### src/rtl/pc_fetch_sequencer.sv
// pc_fetch_sequencer
//   Owns the architectural PC of the rv32i front end. It sequences req/ack
//   fetches to instruction memory, absorbs hazard stalls, applies EX-stage
//   redirects and drives the IF/ID and ID/EX flush strobes.
//
// Ports
//   clk, reset        clock; asynchronous active-low reset
//   imem_req/addr     fetch request and byte address (held until ack)
//   imem_ack          fetch complete; ignored while imem_req=0
//   stall             hazard hold of the front end
//   redirect_valid/pc taken branch/jump pulse and its 32-bit target
//   if_valid          fetched word accepted into IF/ID this cycle
//   cur_pc            PC of current/next fetch (pending target while draining)
//   flush_ifid/idex   pipeline squash strobes
//   misalign_err      sticky illegal-redirect flag
module pc_fetch_sequencer #(
  parameter int              PC_W      = 9,
  parameter logic [PC_W-1:0] RESET_PC  = '0,
  parameter int              FLUSH_CYC = 2
) (
  input  logic            clk,
  input  logic            reset,
  output logic            imem_req,
  output logic [PC_W-1:0] imem_addr,
  input  logic            imem_ack,
  input  logic            stall,
  input  logic            redirect_valid,
  input  logic [31:0]     redirect_pc,
  output logic            if_valid,
  output logic [PC_W-1:0] cur_pc,
  output logic            flush_ifid,
  output logic            flush_idex,
  output logic            misalign_err
);

  typedef enum logic [1:0] {BOOT, FETCH, DRAIN, ERR} state_e;

  state_e          state_q, state_d;
  logic [PC_W-1:0] pc_q, pc_d;
  logic [PC_W-1:0] pend_q, pend_d;
  logic [2:0]      fcnt_q, fcnt_d;
  logic            idex_q, idex_d;
  logic            err_q, err_d;
  // Illegal redirect seen in DRAIN: wait for the outstanding ack, then ERR.
  logic            kill_q, kill_d;

  logic            rd_legal, rd_take, rd_ok, rd_bad;
  logic [PC_W-1:0] rd_tgt;

  assign rd_legal = ((redirect_pc >> PC_W) == 32'd0) && (redirect_pc[1:0] == 2'b00);
  assign rd_tgt   = redirect_pc[PC_W-1:0];
  // Redirects are ignored once dead or already committed to dying.
  assign rd_take  = redirect_valid && (state_q != ERR) && !kill_q;
  assign rd_ok    = rd_take && rd_legal;
  assign rd_bad   = rd_take && !rd_legal;

  // State register
  always_ff @(posedge clk or negedge reset) begin
    if (!reset) state_q <= BOOT;
    else        state_q <= state_d;
  end

  // Datapath registers
  always_ff @(posedge clk or negedge reset) begin
    if (!reset) begin
      pc_q   <= RESET_PC;
      pend_q <= '0;
      fcnt_q <= '0;
      idex_q <= 1'b0;
      err_q  <= 1'b0;
      kill_q <= 1'b0;
    end else begin
      pc_q   <= pc_d;
      pend_q <= pend_d;
      fcnt_q <= fcnt_d;
      idex_q <= idex_d;
      err_q  <= err_d;
      kill_q <= kill_d;
    end
  end

  // Next-state / next-PC
  always_comb begin
    state_d = state_q;
    pc_d    = pc_q;
    pend_d  = pend_q;
    kill_d  = kill_q;
    err_d   = err_q | rd_bad;
    case (state_q)
      BOOT: begin
        // No fetch outstanding: a legal redirect lands straight in the PC.
        state_d = FETCH;
        if (rd_bad)     state_d = ERR;
        else if (rd_ok) pc_d    = rd_tgt;
      end
      FETCH: begin
        if (rd_bad) begin
          state_d = ERR;
        end else if (rd_ok) begin
          if (imem_ack) begin
            pc_d = rd_tgt;
          end else begin
            // Memory still owes us a word; hold the address until it arrives.
            pend_d  = rd_tgt;
            state_d = DRAIN;
          end
        end else if (imem_ack && !stall) begin
          pc_d = pc_q + PC_W'(4);
        end
      end
      DRAIN: begin
        if (kill_q) begin
          if (imem_ack) begin
            state_d = ERR;
            kill_d  = 1'b0;
          end
        end else if (rd_bad) begin
          if (imem_ack) state_d = ERR;
          else          kill_d  = 1'b1;
        end else if (rd_ok) begin
          if (imem_ack) begin
            pc_d    = rd_tgt;
            state_d = FETCH;
          end else begin
            pend_d = rd_tgt;
          end
        end else if (imem_ack) begin
          pc_d    = pend_q;
          state_d = FETCH;
        end
      end
      default: ;
    endcase
  end

  // Flush strobes: ID/EX for one cycle on any accepted redirect; IF/ID via a
  // reloadable down-counter, legal redirects only.
  always_comb begin
    idex_d = rd_take;
    if (rd_ok)            fcnt_d = 3'(FLUSH_CYC);
    else if (rd_bad)      fcnt_d = '0;
    else if (fcnt_q != 0) fcnt_d = fcnt_q - 3'd1;
    else                  fcnt_d = '0;
  end

  // Outputs
  always_comb begin
    imem_req     = (state_q == FETCH) || (state_q == DRAIN);
    imem_addr    = pc_q;
    cur_pc       = (state_q == DRAIN) ? pend_q : pc_q;
    if_valid     = (state_q == FETCH) && imem_ack && !stall && !redirect_valid;
    flush_ifid   = (fcnt_q != 3'd0);
    flush_idex   = idex_q;
    misalign_err = err_q;
  end

endmodule

### config.mk
export PLATFORM = sky130hd
export DESIGN_NAME = pc_fetch_sequencer
export DESIGN_NICKNAME = d
export VERILOG_FILES = /design/src/rtl/pc_fetch_sequencer.sv
export SDC_FILE = /design/constraint.sdc
export NUM_CORES = 1
export LEC_CHECK = 0
export BUFFER_PORTS_ARGS = -buffer_cell sky130_fd_sc_hd__buf_2
export CORE_MARGIN = 5
export CORE_UTILIZATION = 52
export CTS_BUF_LIST = sky130_fd_sc_hd__clkbuf_8
export CTS_CLUSTER_DIAMETER = 60
export DETAILED_ROUTE_END_ITERATION = 10
export GPL_ROUTABILITY_DRIVEN = 0
export PLACE_DENSITY = 0.81
export SLEW_MARGIN = 40
export SYNTH_ARGS = -nofsm -noshare
export SYNTH_HDL_FRONTEND = slang
export SYNTH_SLANG_ARGS = --single-unit
### constraint.sdc
create_clock -name clk -period 3.04 [get_ports clk]
set_clock_uncertainty 0.1 [all_clocks]
set_input_delay 0.456 -clock clk [delete_from_list [all_inputs] [get_ports clk]]
set_output_delay 0.456 -clock clk [all_outputs]
set_load 0.03 [all_outputs]
==> qor.yml, run 1 <==
ir_drop_uv: 585
ff_latch_area_sq_um: 651
drt-initial-drc-count: 54
grt_remaining_overflow: 0
hold_class: "input pin to asynchronous set/reset pin"
final_util: 0.659
status: "completed"
path_class: "flop to flop"
cts_setup_buffers: 0
finalCriticalPeriod_ns: 2.57
htree_levels: 1
clock-sinks: 26
synthCells: 192
slew_violations: 0
wl_um: 4410
clock_latency_ns: 0.28
yosys_warnings: 0
area_growth_pct: 22.1
fin_crit_sh: 0.846
cts_tree: "built"
io_buffers: 59
cts_made_buffers: 3
synth.cell_area_sq_um: 1800
num_vias: 1635
p_leak_nw: 1.10
p_per_area_nw_per_um2: 1070
die_h_um: 68.9
grt_usage: 0.206
grt_util_met3: 0.0357
cts_max_path_buffers: 2
grt_max_degree: 29
ys_ff_latch: 26
rsz0062_at_grt: "false"
n_fill_cell: 289
clk_pin_slew_ns: 0.10
initial_core_util: 0.540
grtUsageMet1: 0.260
postRouteAntennaNets: 0
crit_arrival_ns: 2.69
synth-main-ff-cell: "dfrtp_1"
drv_cap: 0
async_flop_share: 1.00
dp_hpwl_um: 3250
tightest_slew_ns: 0.618
die_width_um: 68.9
drc: 0
grt_most_used_layer: "met2"
cts_root_buf: "clkbuf_8"
slew_headroom: 0.578
dieArea_sq_um: 4740
fmax_ghz: 0.389
grt_util_met2: 0.352
layout-drive-gt1-share: 0.378
final-setup-viol-count: 0
cp_max_fo: 15
critPathCaptureType: "flop"
final_nets: 292
grt_antenna_before_repair: 0
core-area_sq_um: 3340
multiInputGateArea_sq_um: 1030
first_pass_iters: 4
cts_hold_buf: 0
ios: 60
grt_pass1_wl_um: 7410
syn_nets: 234
synthDistinctLibCells: 39
antennaDiodeCount: 0
required_ns: 3.16
yosysSeqAreaShare: 0.361
ctsResizeCount: 0
grt_pass1_vias: 1633
startpoint_type: "flop"
tns_ns: 0
synth_edf_count: 0
fp-row-count: 21
finalHoldViolCount: 0
via_per_inst: 5.54
syn_avg_cell_area_sq_um: 9.38
post_drt_wl_per_cell_um: 14.9
==> synthesized netlist by cell type (2+ instances only) <==
| cell | count | area, sq um |
|---|---|---|
| a22oi_1 | 7 | 52.6 |
| nor2_1 | 7 | 26.3 |
| a221oi_1 | 3 | 26.3 |
| mux2i_1 | 8 | 80.1 |
| o21ai_0 | 21 | 105 |
| inv_1 | 18 | 67.6 |
| or2_2 | 2 | 12.5 |
| a31oi_1 | 3 | 18.8 |
| a221o_2 | 2 | 22.5 |
| nand2_1 | 14 | 52.6 |
| dfrtp_1 | 26 | 651 |
| nor3b_1 | 2 | 15.0 |
| nand3_1 | 3 | 15.0 |
| ha_1 | 5 | 62.6 |
| xnor2_1 | 4 | 35.0 |
| or3_1 | 2 | 12.5 |
| nor2b_1 | 5 | 31.3 |
| a21boi_0 | 2 | 15.0 |
| nor4_1 | 6 | 37.5 |
| mux2_2 | 19 | 214 |
| clkbuf_1 | 7 | 26.3 |
| mux2_1 | 2 | 22.5 |
| buf_6 | 2 | 22.5 |
| and3_1 | 2 | 12.5 |
| a21oi_1 | 6 | 30.0 |
==> per-layer routing <==
layer | share of wire | wire length [um]
met4 | 0.0091 | 40
met2 | 0.47 | 2050
met1 | 0.44 | 1950
met3 | 0.081 | 359
met5 | 0 | 0
==> cell usage in the layout, fill, tap and decap left out, types with 2 or more instances in the layout <==
cell type | Yosys | final
buf_4 | 1 | 4
mux2i_1 | 8 | 8
nand2_1 | 14 | 14
dfrtp_1 | 26 | 26
ha_1 | 5 | 5
or3_1 | 2 | 2
a21oi_1 | 6 | 6
buf_2 | 0 | 59
nor2b_1 | 5 | 5
mux2_2 | 19 | 19
nor4_1 | 6 | 6
nor2_1 | 7 | 7
o21ai_0 | 21 | 21
nand3_1 | 3 | 3
a221oi_1 | 3 | 3
a22oi_1 | 7 | 7
a31oi_1 | 3 | 3
nor3b_1 | 2 | 2
inv_1 | 18 | 18
a221o_2 | 2 | 2
and3_1 | 2 | 2
a21boi_0 | 2 | 2
or2_2 | 2 | 2
mux2_1 | 2 | 2
xnor2_1 | 4 | 4
clkbuf_8 | 0 | 3
==> state kept, by name, indices dropped and copies added, names as in the netlist <==
signal	cells
imem_addr	9
pend_q	9
fcnt_q	3
state_q	2
flush_idex	1
kill_q	1
misalign_err	1
==> power by group <==
group	switching (mW)	internal, mW
clock	0.116	0.176
sequential	0.122	0.445
combinational	0.913	0.580
==> area by class of cell <==
| class | count | share of cell area |
|---|---|---|
| clock buffer | 3 | 0.0188 |
| sequential | 26 | 0.296 |
| inverter | 18 | 0.0307 |
| multi-input combinational | 138 | 0.467 |
| tap | 46 | 0.0262 |
| timing repair buffer | 63 | 0.148 |
| clock inverter | 1 | 0.0137 |
==> logic make-up after synthesis <==
| logic type | synth area share |
|---|---|
| AND/OR/NAND/NOR | 0.150 |
| XOR/XNOR | 0.0243 |
| adder cells (fa/ha/maj) | 0.0347 |
| buffers and inverters | 0.0688 |
| flip-flops | 0.361 |
| AO/OA/AOI/OAI | 0.185 |
| multiplexers | 0.176 |
==> final timing paths <==
kind                                start           end  slack, ns  cells after the start
max in group asynchronous           reset     pend_q[0]       2.38                      1
hold reg to reg              misalign_err  misalign_err       0.37                      1
setup / recovery               state_q[0]  imem_addr[0]       0.47                      7
setup reg to reg               state_q[0]  imem_addr[0]       0.47                      7
min in group clk           redirect_pc[4]     pend_q[4]       0.32                      2
hold / removal                      reset    flush_idex       0.07                      1
==> stage by stage <==
stage / cells / hold WS, ns / worst slack (ns) / total power [mW] / cell area [sq um]
floorplan: 192 / 0.0604 / 0.538 / 1.69 / 1800
global placement: 291 / 0.352 / 0.528 / 2.04 / 2130
detailed placement: 291 / 0.354 / 0.450 / 2.07 / 2130
CTS: 295 / 0.0879 / 0.426 / 2.37 / 2200
global route: 295 / 0.114 / 0.333 / 2.55 / 2200
finish: 295 / 0.0666 / 0.468 / 2.35 / 2200
==> worst max-delay path, stage by stage, from the launching register on <==
cell and delay, ns:
dfrtp_1 0.42, ha_1 0.26, or3b_4 0.45, nor4_4 0.31, buf_4 0.27, mux2_2 0.35, a22oi_1 0.17, mux2_2 0.17
Power figures use the tool's default switching activity.
==> run 2, diff against run 1 <==
--- a/config.mk
+++ b/config.mk
@@ -5,14 +5,15 @@
 export SDC_FILE = /design/constraint.sdc
 export NUM_CORES = 1
 export LEC_CHECK = 0
+export ABC_AREA = 1
 export BUFFER_PORTS_ARGS = -buffer_cell sky130_fd_sc_hd__buf_2
 export CORE_MARGIN = 5
-export CORE_UTILIZATION = 52
+export CORE_UTILIZATION = 54
 export CTS_BUF_LIST = sky130_fd_sc_hd__clkbuf_8
 export CTS_CLUSTER_DIAMETER = 60
 export DETAILED_ROUTE_END_ITERATION = 10
 export GPL_ROUTABILITY_DRIVEN = 0
-export PLACE_DENSITY = 0.81
+export PLACE_DENSITY = 0.82
 export SLEW_MARGIN = 40
 export SYNTH_ARGS = -nofsm -noshare
 export SYNTH_HDL_FRONTEND = slang
==> constraint.sdc (replaced) <==
create_clock -name clk -period 2.45 [get_ports clk]
set_clock_uncertainty 0.1 [all_clocks]
set_input_delay 0.3675 -clock clk [delete_from_list [all_inputs] [get_ports clk]]
set_output_delay 0.3675 -clock clk [all_outputs]
set_load 0.03 [all_outputs]
==> qor.yml, run 2 <==
status: "finished, violations left"  # was completed
violations: "negative hold slack"
grt_util_met3: 0.0365  # was 0.0357
grt_pass1_wl_um: 9200  # was 7410 um
crit_chain: "inv_1 -> ha_1 -> nor2_1 -> a21oi_1 -> o21ai_0 -> nand3_1 -> nand3_1 -> o21ai_1 -> nand2_1 -> nand2_1"  # was ha_1 -> or3b_4 -> nor4_4 -> buf_4 -> mux2_2 -> a22oi_1 -> mux2_2
syn_nets: 352  # was 234
initial_core_util: 0.556  # was 0.540
grt_pass1_vias: 1976  # was 1633
synth_top_family_by_area: "simple AND/OR/NAND/NOR gates"  # was compound AO/OA/AOI/OAI gates
final_common_cell: "nand2_1"  # was buf_2
rsz0062_at_grt: "false"  # unchanged
first_pass_iters: 4  # unchanged
num_vias: 2156  # was 1635
synth_compound_area_frac: 0.131  # was 0.185
grt_util_met2: 0.360  # was 0.352
grt_usage: 0.222  # was 0.206
ff_latch_area_sq_um: 651  # unchanged
synthCells: 310  # was 192
postRouteAntennaNets: 0  # unchanged
synthTopCellsByCount: "nand2_1 (109), nor2_1 (35), inv_1 (33)"  # was dfrtp_1 (26), o21ai_0 (21), mux2_2 (19)
cts_hold_buf: 0  # unchanged
netlist.top_cell.by_area: "dfrtp_1"  # unchanged
ir_drop_uv: 333  # was 585 uV
drv_cap: 0  # unchanged
synth-simple-area-share: 0.423  # was 0.150
slew_violations: 0  # unchanged
ctsResizeCount: 0  # unchanged
clk_pin_slew_ns: 0.09  # was 0.10 ns
synthXorXnorAreaFrac: 0  # was 0.0243
wl_um: 5490  # was 4410 um
clock-sinks: 26  # unchanged
io_buffers: 59  # unchanged
grt_antenna_before_repair: 0  # unchanged
area_growth_pct: 18.4  # was 22.1%
dp_hpwl_um: 4220  # was 3250 um
fin_hold_ws_ns: -0.00720  # was 0.0666 ns
ios: 60  # unchanged
grt_remaining_overflow: 0  # unchanged
cts_tree: "built"  # unchanged
grtUsageMet1: 0.309  # was 0.260
grt_max_degree: 27  # was 29
post_drt_wl_per_cell_um: 13.2  # was 14.9 um
required_ns: 2.52  # was 3.16 ns
p_leak_nw: 1.38  # was 1.10 nW
finalHoldViolCount: 21  # was 0
yosysMostFrequentCell: "nand2_1"  # was dfrtp_1
cts_made_buffers: 3  # unchanged
layout_common_cells: "nand2_1 (109), buf_2 (59), nor2_1 (35)"  # was buf_2 (59), dfrtp_1 (26), o21ai_0 (21)
fp-row-count: 22  # was 21
htree_levels: 1  # unchanged
yosys_warnings: 0  # unchanged
startpoint_type: "flop"  # unchanged
async_flop_share: 1.00  # unchanged
multiInputGateArea_sq_um: 1190  # was 1030 sq um
cpPeakStageDelay_ns: 0.57  # was 0.45 ns
tightest_slew_ns: 0.683  # was 0.618 ns
fmax_ghz: 0.462  # was 0.389 GHz
critPathCaptureType: "flop"  # unchanged
core-area_sq_um: 3660  # was 3340 sq um
ys_ff_latch: 26  # unchanged
via_per_inst: 5.20  # was 5.54
crit_arrival_ns: 2.24  # was 2.69 ns
clock_latency_ns: 0.27  # was 0.28 ns
yosysSeqAreaShare: 0.319  # was 0.361
slew_headroom: 0.543  # was 0.578
drt-initial-drc-count: 152  # was 54
drc: 0  # unchanged
p_per_area_nw_per_um2: 308  # was 1070 nW/um^2
fin_crit_sh: 0.883  # was 0.846
final_nets: 411  # was 292
synth.cell_area_sq_um: 2040  # was 1800 sq um
post-place-ws_ns: 0.347  # was 0.450 ns
cp_max_fo: 8  # was 15
grt_most_used_layer: "met2"  # unchanged
finalCriticalPeriod_ns: 2.16  # was 2.57 ns
cts_root_buf: "clkbuf_8"  # unchanged
antennaDiodeCount: 0  # unchanged
synth_area_leaders: "dfrtp_1 (32%), nand2_1 (20%), nor2_1 (6.4%)"  # was dfrtp_1 (36%), mux2_2 (12%), o21ai_0 (5.8%)
synth_fa_ha_area_frac: 0.0307  # was 0.0347
power_mw: 0.742  # was 2.35 mW
hold_class: "input pin to asynchronous set/reset pin"  # unchanged
syn_avg_cell_area_sq_um: 6.57  # was 9.38 sq um
layout_setup_ws_ns: 0.287  # was 0.468 ns
die_h_um: 71.4  # was 68.9 um
yosys-mux-area-fraction: 0  # was 0.176
path_class: "flop to flop"  # unchanged
n_fill_cell: 344  # was 289
cts_max_path_buffers: 2  # unchanged
tns_ns: 0  # unchanged
synth-main-ff-cell: "dfrtp_1"  # unchanged
final-setup-viol-count: 0  # unchanged
dieArea_sq_um: 5100  # was 4740 sq um
die_width_um: 71.4  # was 68.9 um
synth_edf_count: 0  # unchanged
crit_slowest_cell: "nor2_1"  # was or3b_4
layout-drive-gt1-share: 0.256  # was 0.378
cts_setup_buffers: 0  # unchanged
synthDistinctLibCells: 34  # was 39
synth_top_area_frac: 0.319  # was 0.361
==> run 2: path summary, 6_finish.rpt <==
| check | from | to | slack (ns) | depth (start not counted) |
|---|---|---|---|---|
| max in group asynchronous | reset | state_q[1] | 1.86 | 1 |
| max reg2reg | state_q[1] | imem_addr[2] | 0.29 | 10 |
| max | state_q[1] | imem_addr[2] | 0.29 | 10 |
| min in group clk | redirect_pc[3] | pend_q[3] | 0.27 | 3 |
| min | reset | fcnt_q[1] | -0.007 | 1 |
| min reg2reg | fcnt_q[0] | fcnt_q[0] | 0.37 | 1 |
==> run 2: layout make-up <==
class / instances / area share
clock buffers: 3 / 0.0171
inverters: 36 / 0.0560
multi-input cells: 238 / 0.494
flip-flops and latches: 26 / 0.270
well taps: 48 / 0.0249
repair buffers: 64 / 0.138
==> run 2: kinds of logic after synthesis <==
kind of cell | count (synthesis)
AND/OR/NAND/NOR | 192
AO/OA/AOI/OAI | 41
flip-flops | 26
buffers and inverters | 46
adder cells (fa/ha/maj) | 5
==> run 2: metrics by stage <==
stage / utilization / cells / instance area, sq um
finish: 0.659 / 415 / 2410
detailed placement: 0.647 / 412 / 2370
CTS: 0.659 / 415 / 2410
floorplan: - / 310 / 2040
global route: 0.659 / 415 / 2410
global placement: 0.647 / 412 / 2370
==> run 2: power by group <==
group          total, mW  internal (mW)  switching, mW
Clock              0.244          0.110          0.133
Combinational     0.0699         0.0293         0.0406
Sequential         0.429          0.429              0
Total              0.742          0.568          0.174
==> run 2: worst max-delay path, delay by kind of cell, from the launching register on <==
family | cells | cell delay, ns
DFF | 1 | 0.40
AOI/OAI and AO/OA | 3 | 0.29
and+or+nand+nor | 5 | 0.88
adders and majority gates | 1 | 0.29
buffers and inverters | 1 | 0.09
==> run 2: routing by layer <==
layer	vias up	wire length, um
li1	1096	-
met1	975	2340
met2	77	2620
met3	8	471
met4	0	59
met5	-	0
==> run 3, diff against run 2 <==
--- a/config.mk
+++ b/config.mk
@@ -7,8 +7,10 @@
 export LEC_CHECK = 0
 export ABC_AREA = 1
 export BUFFER_PORTS_ARGS = -buffer_cell sky130_fd_sc_hd__buf_2
+export CELL_PAD_IN_SITES_DETAIL_PLACEMENT = 0
+export CELL_PAD_IN_SITES_GLOBAL_PLACEMENT = 1
 export CORE_MARGIN = 5
-export CORE_UTILIZATION = 54
+export CORE_UTILIZATION = 37
 export CTS_BUF_LIST = sky130_fd_sc_hd__clkbuf_8
 export CTS_CLUSTER_DIAMETER = 60
 export DETAILED_ROUTE_END_ITERATION = 10
==> qor.yml, run 3 (synthesized netlist as in run 2, its figures left out) <==
grt_max_degree: 27  # unchanged
finalHoldViolCount: 11  # was 21
dp_hpwl_um: 4580  # was 4220 um
multiInputGateArea_sq_um: 1190  # unchanged
htree_levels: 1  # unchanged
ff_latch_area_sq_um: 651  # unchanged
instances_no_fill: 440  # was 415
n_fill_cell: 583  # was 344
tns_ns: 0  # unchanged
tightest_slew_ns: 0.639  # was 0.683 ns
p_per_area_nw_per_um2: 355  # was 308 nW/um^2
dieArea_sq_um: 7090  # was 5100 sq um
die_h_um: 84.2  # was 71.4 um
power_mw: 0.877  # was 0.742 mW
finalCriticalPeriod_ns: 2.21  # was 2.16 ns
cts_tree: "built"  # unchanged
required_ns: 1.98  # was 2.52 ns
post_drt_wl_per_cell_um: 13.7  # was 13.2 um
area_growth_pct: 21.3  # was 18.4%
final_nets: 411  # unchanged
power_frac_clock: 0.429  # was 0.328
grt_usage: 0.173  # was 0.222
hold_class: "input pin to asynchronous set/reset pin"  # unchanged
ctsResizeCount: 0  # unchanged
first_pass_iters: 5  # was 4
core-area_sq_um: 5440  # was 3660 sq um
fp-row-count: 27  # was 22
crit_arrival_ns: 1.74  # was 2.24 ns
crit_chain: "inv_1 -> ha_1 -> buf_4 -> o21ai_0 -> buf_2"  # was inv_1 -> ha_1 -> nor2_1 -> a21oi_1 -> o21ai_0 -> nand3_1 -> nand3_1 -> o21ai_1 -> nand2_1 -> nand2_1
cp_max_fo: 12  # was 8
cts_made_buffers: 3  # unchanged
clock-sinks: 26  # unchanged
status: "finished, violations left"  # unchanged
slew_violations: 0  # unchanged
io_buffers: 59  # unchanged
grt_remaining_overflow: 0  # unchanged
cts_root_buf: "clkbuf_8"  # unchanged
die_width_um: 84.2  # was 71.4 um
clk_pin_slew_ns: 0.11  # was 0.09 ns
slew_headroom: 0.574  # was 0.543
fmax_ghz: 0.452  # was 0.462 GHz
seq_power_share: 0.489  # was 0.578
wl_um: 6020  # was 5490 um
layout-drive-gt1-share: 0.258  # was 0.256
layout_common_cells: "nand2_1 (109), buf_2 (59), nor2_1 (35)"  # unchanged
drv_cap: 0  # unchanged
critPathCaptureType: "output pin"  # was flop
crit_slowest_cell: "dfrtp_1"  # was nor2_1
grt_antenna_before_repair: 0  # unchanged
clock_latency_ns: 0.28  # was 0.27 ns
cts_setup_buffers: 0  # unchanged
rrSetupSlack_ns: 0.28  # was 0.29 ns
power_switching_mw: 0.199  # was 0.174 mW
drt-initial-drc-count: 191  # was 152
place_inst: 436  # was 412
num_vias: 2105  # was 2156
final-setup-viol-count: 0  # unchanged
postRouteAntennaNets: 0  # unchanged
p_leak_nw: 1.39  # was 1.38 nW
fin_hold_ws_ns: -0.00790  # was -0.00720 ns
fin_crit_sh: 0.902  # was 0.883
grt_pass1_vias: 2040  # was 1976
path_class: "flop to output pin"  # was flop to flop
startpoint_type: "flop"  # unchanged
ir_drop_uv: 196  # was 333 uV
grt_pass1_wl_um: 10000  # was 9200 um
cts_hold_buf: 0  # unchanged
antennaDiodeCount: 0  # unchanged
netSwitchingFraction: 0.227  # was 0.234
cpPeakStageDelay_ns: 0.45  # was 0.57 ns
rsz0062_at_grt: "false"  # unchanged
violations: "negative hold slack"  # unchanged
drc: 0  # unchanged
initial_core_util: 0.375  # was 0.556
ios: 60  # unchanged
final_common_cell: "nand2_1"  # unchanged
path_buf_inv: 3  # was 1
critical-path-top-delay-family: "buffers and inverters"  # was simple AND/OR/NAND/NOR gates
cts_max_path_buffers: 2  # unchanged
combPwrFrac: 0.082  # was 0.094
power.internal_mw: 0.677  # was 0.568 mW
via_per_inst: 4.78  # was 5.20
[run 3: changes by cell type in the layout (fill, tap and decap cells not counted)]
cell,delta
bufinv_16,+1
[run 3: stage by stage]
stage	hold WS (ns)	cell area, sq um	util	setup slack [ns]
floorplan	-0.0281	2040	-	0.422
global placement	0.316	2400	0.441	0.343
detailed placement	0.335	2400	0.441	0.379
CTS	0.0218	2470	0.454	0.234
global route	0.0285	2470	0.454	0.0672
finish	-0.00790	2470	0.454	0.239
[run 3: worst paths after layout]
kind | start | cells after the start | endpoint
min | reset | 1 | state_q[1]
max in group asynchronous | reset | 1 | pend_q[8]
max reg2reg | state_q[1] | 10 | imem_addr[2]
min in group clk | redirect_pc[8] | 3 | pend_q[8]
min reg2reg | misalign_err | 1 | misalign_err
max | state_q[0] | 5 | cur_pc[3]
[run 3: layout make-up]
class                           instances  area share
Clock inverter                          1      0.0122
Inverter                               36      0.0547
Clock buffer                            3      0.0167
Tap cell                               72      0.0365
Timing Repair Buffer                   64       0.135
Multi-Input combinational cell        238       0.482
Sequential cell                        26       0.263
[run 3: metal layers]
| metal | global-route usage | vias up | wire (um) | part of all wire |
|---|---|---|---|---|
| li1 | - | 1091 | - | - |
| met1 | 0.253 | 950 | 2930 | 0.49 |
| met2 | 0.270 | 59 | 2710 | 0.45 |
| met3 | 0.0265 | 5 | 330 | 0.055 |
| met4 | 0.0351 | 0 | 53 | 0.0088 |
| met5 | 0 | - | 0 | 0 |
[run 3: power groups by stage]
stage / registers, mW / logic (mW) / clock network (mW)
final: 0.429 / 0.0717 / 0.376
after global routing: 0.429 / 0.0814 / 0.405
after CTS: 0.429 / 0.0725 / 0.380
after detailed placement: 0.437 / 0.0723 / 0
after global placement: 0.437 / 0.0716 / 0
after floorplan: 0.437 / 0.0270 / 0
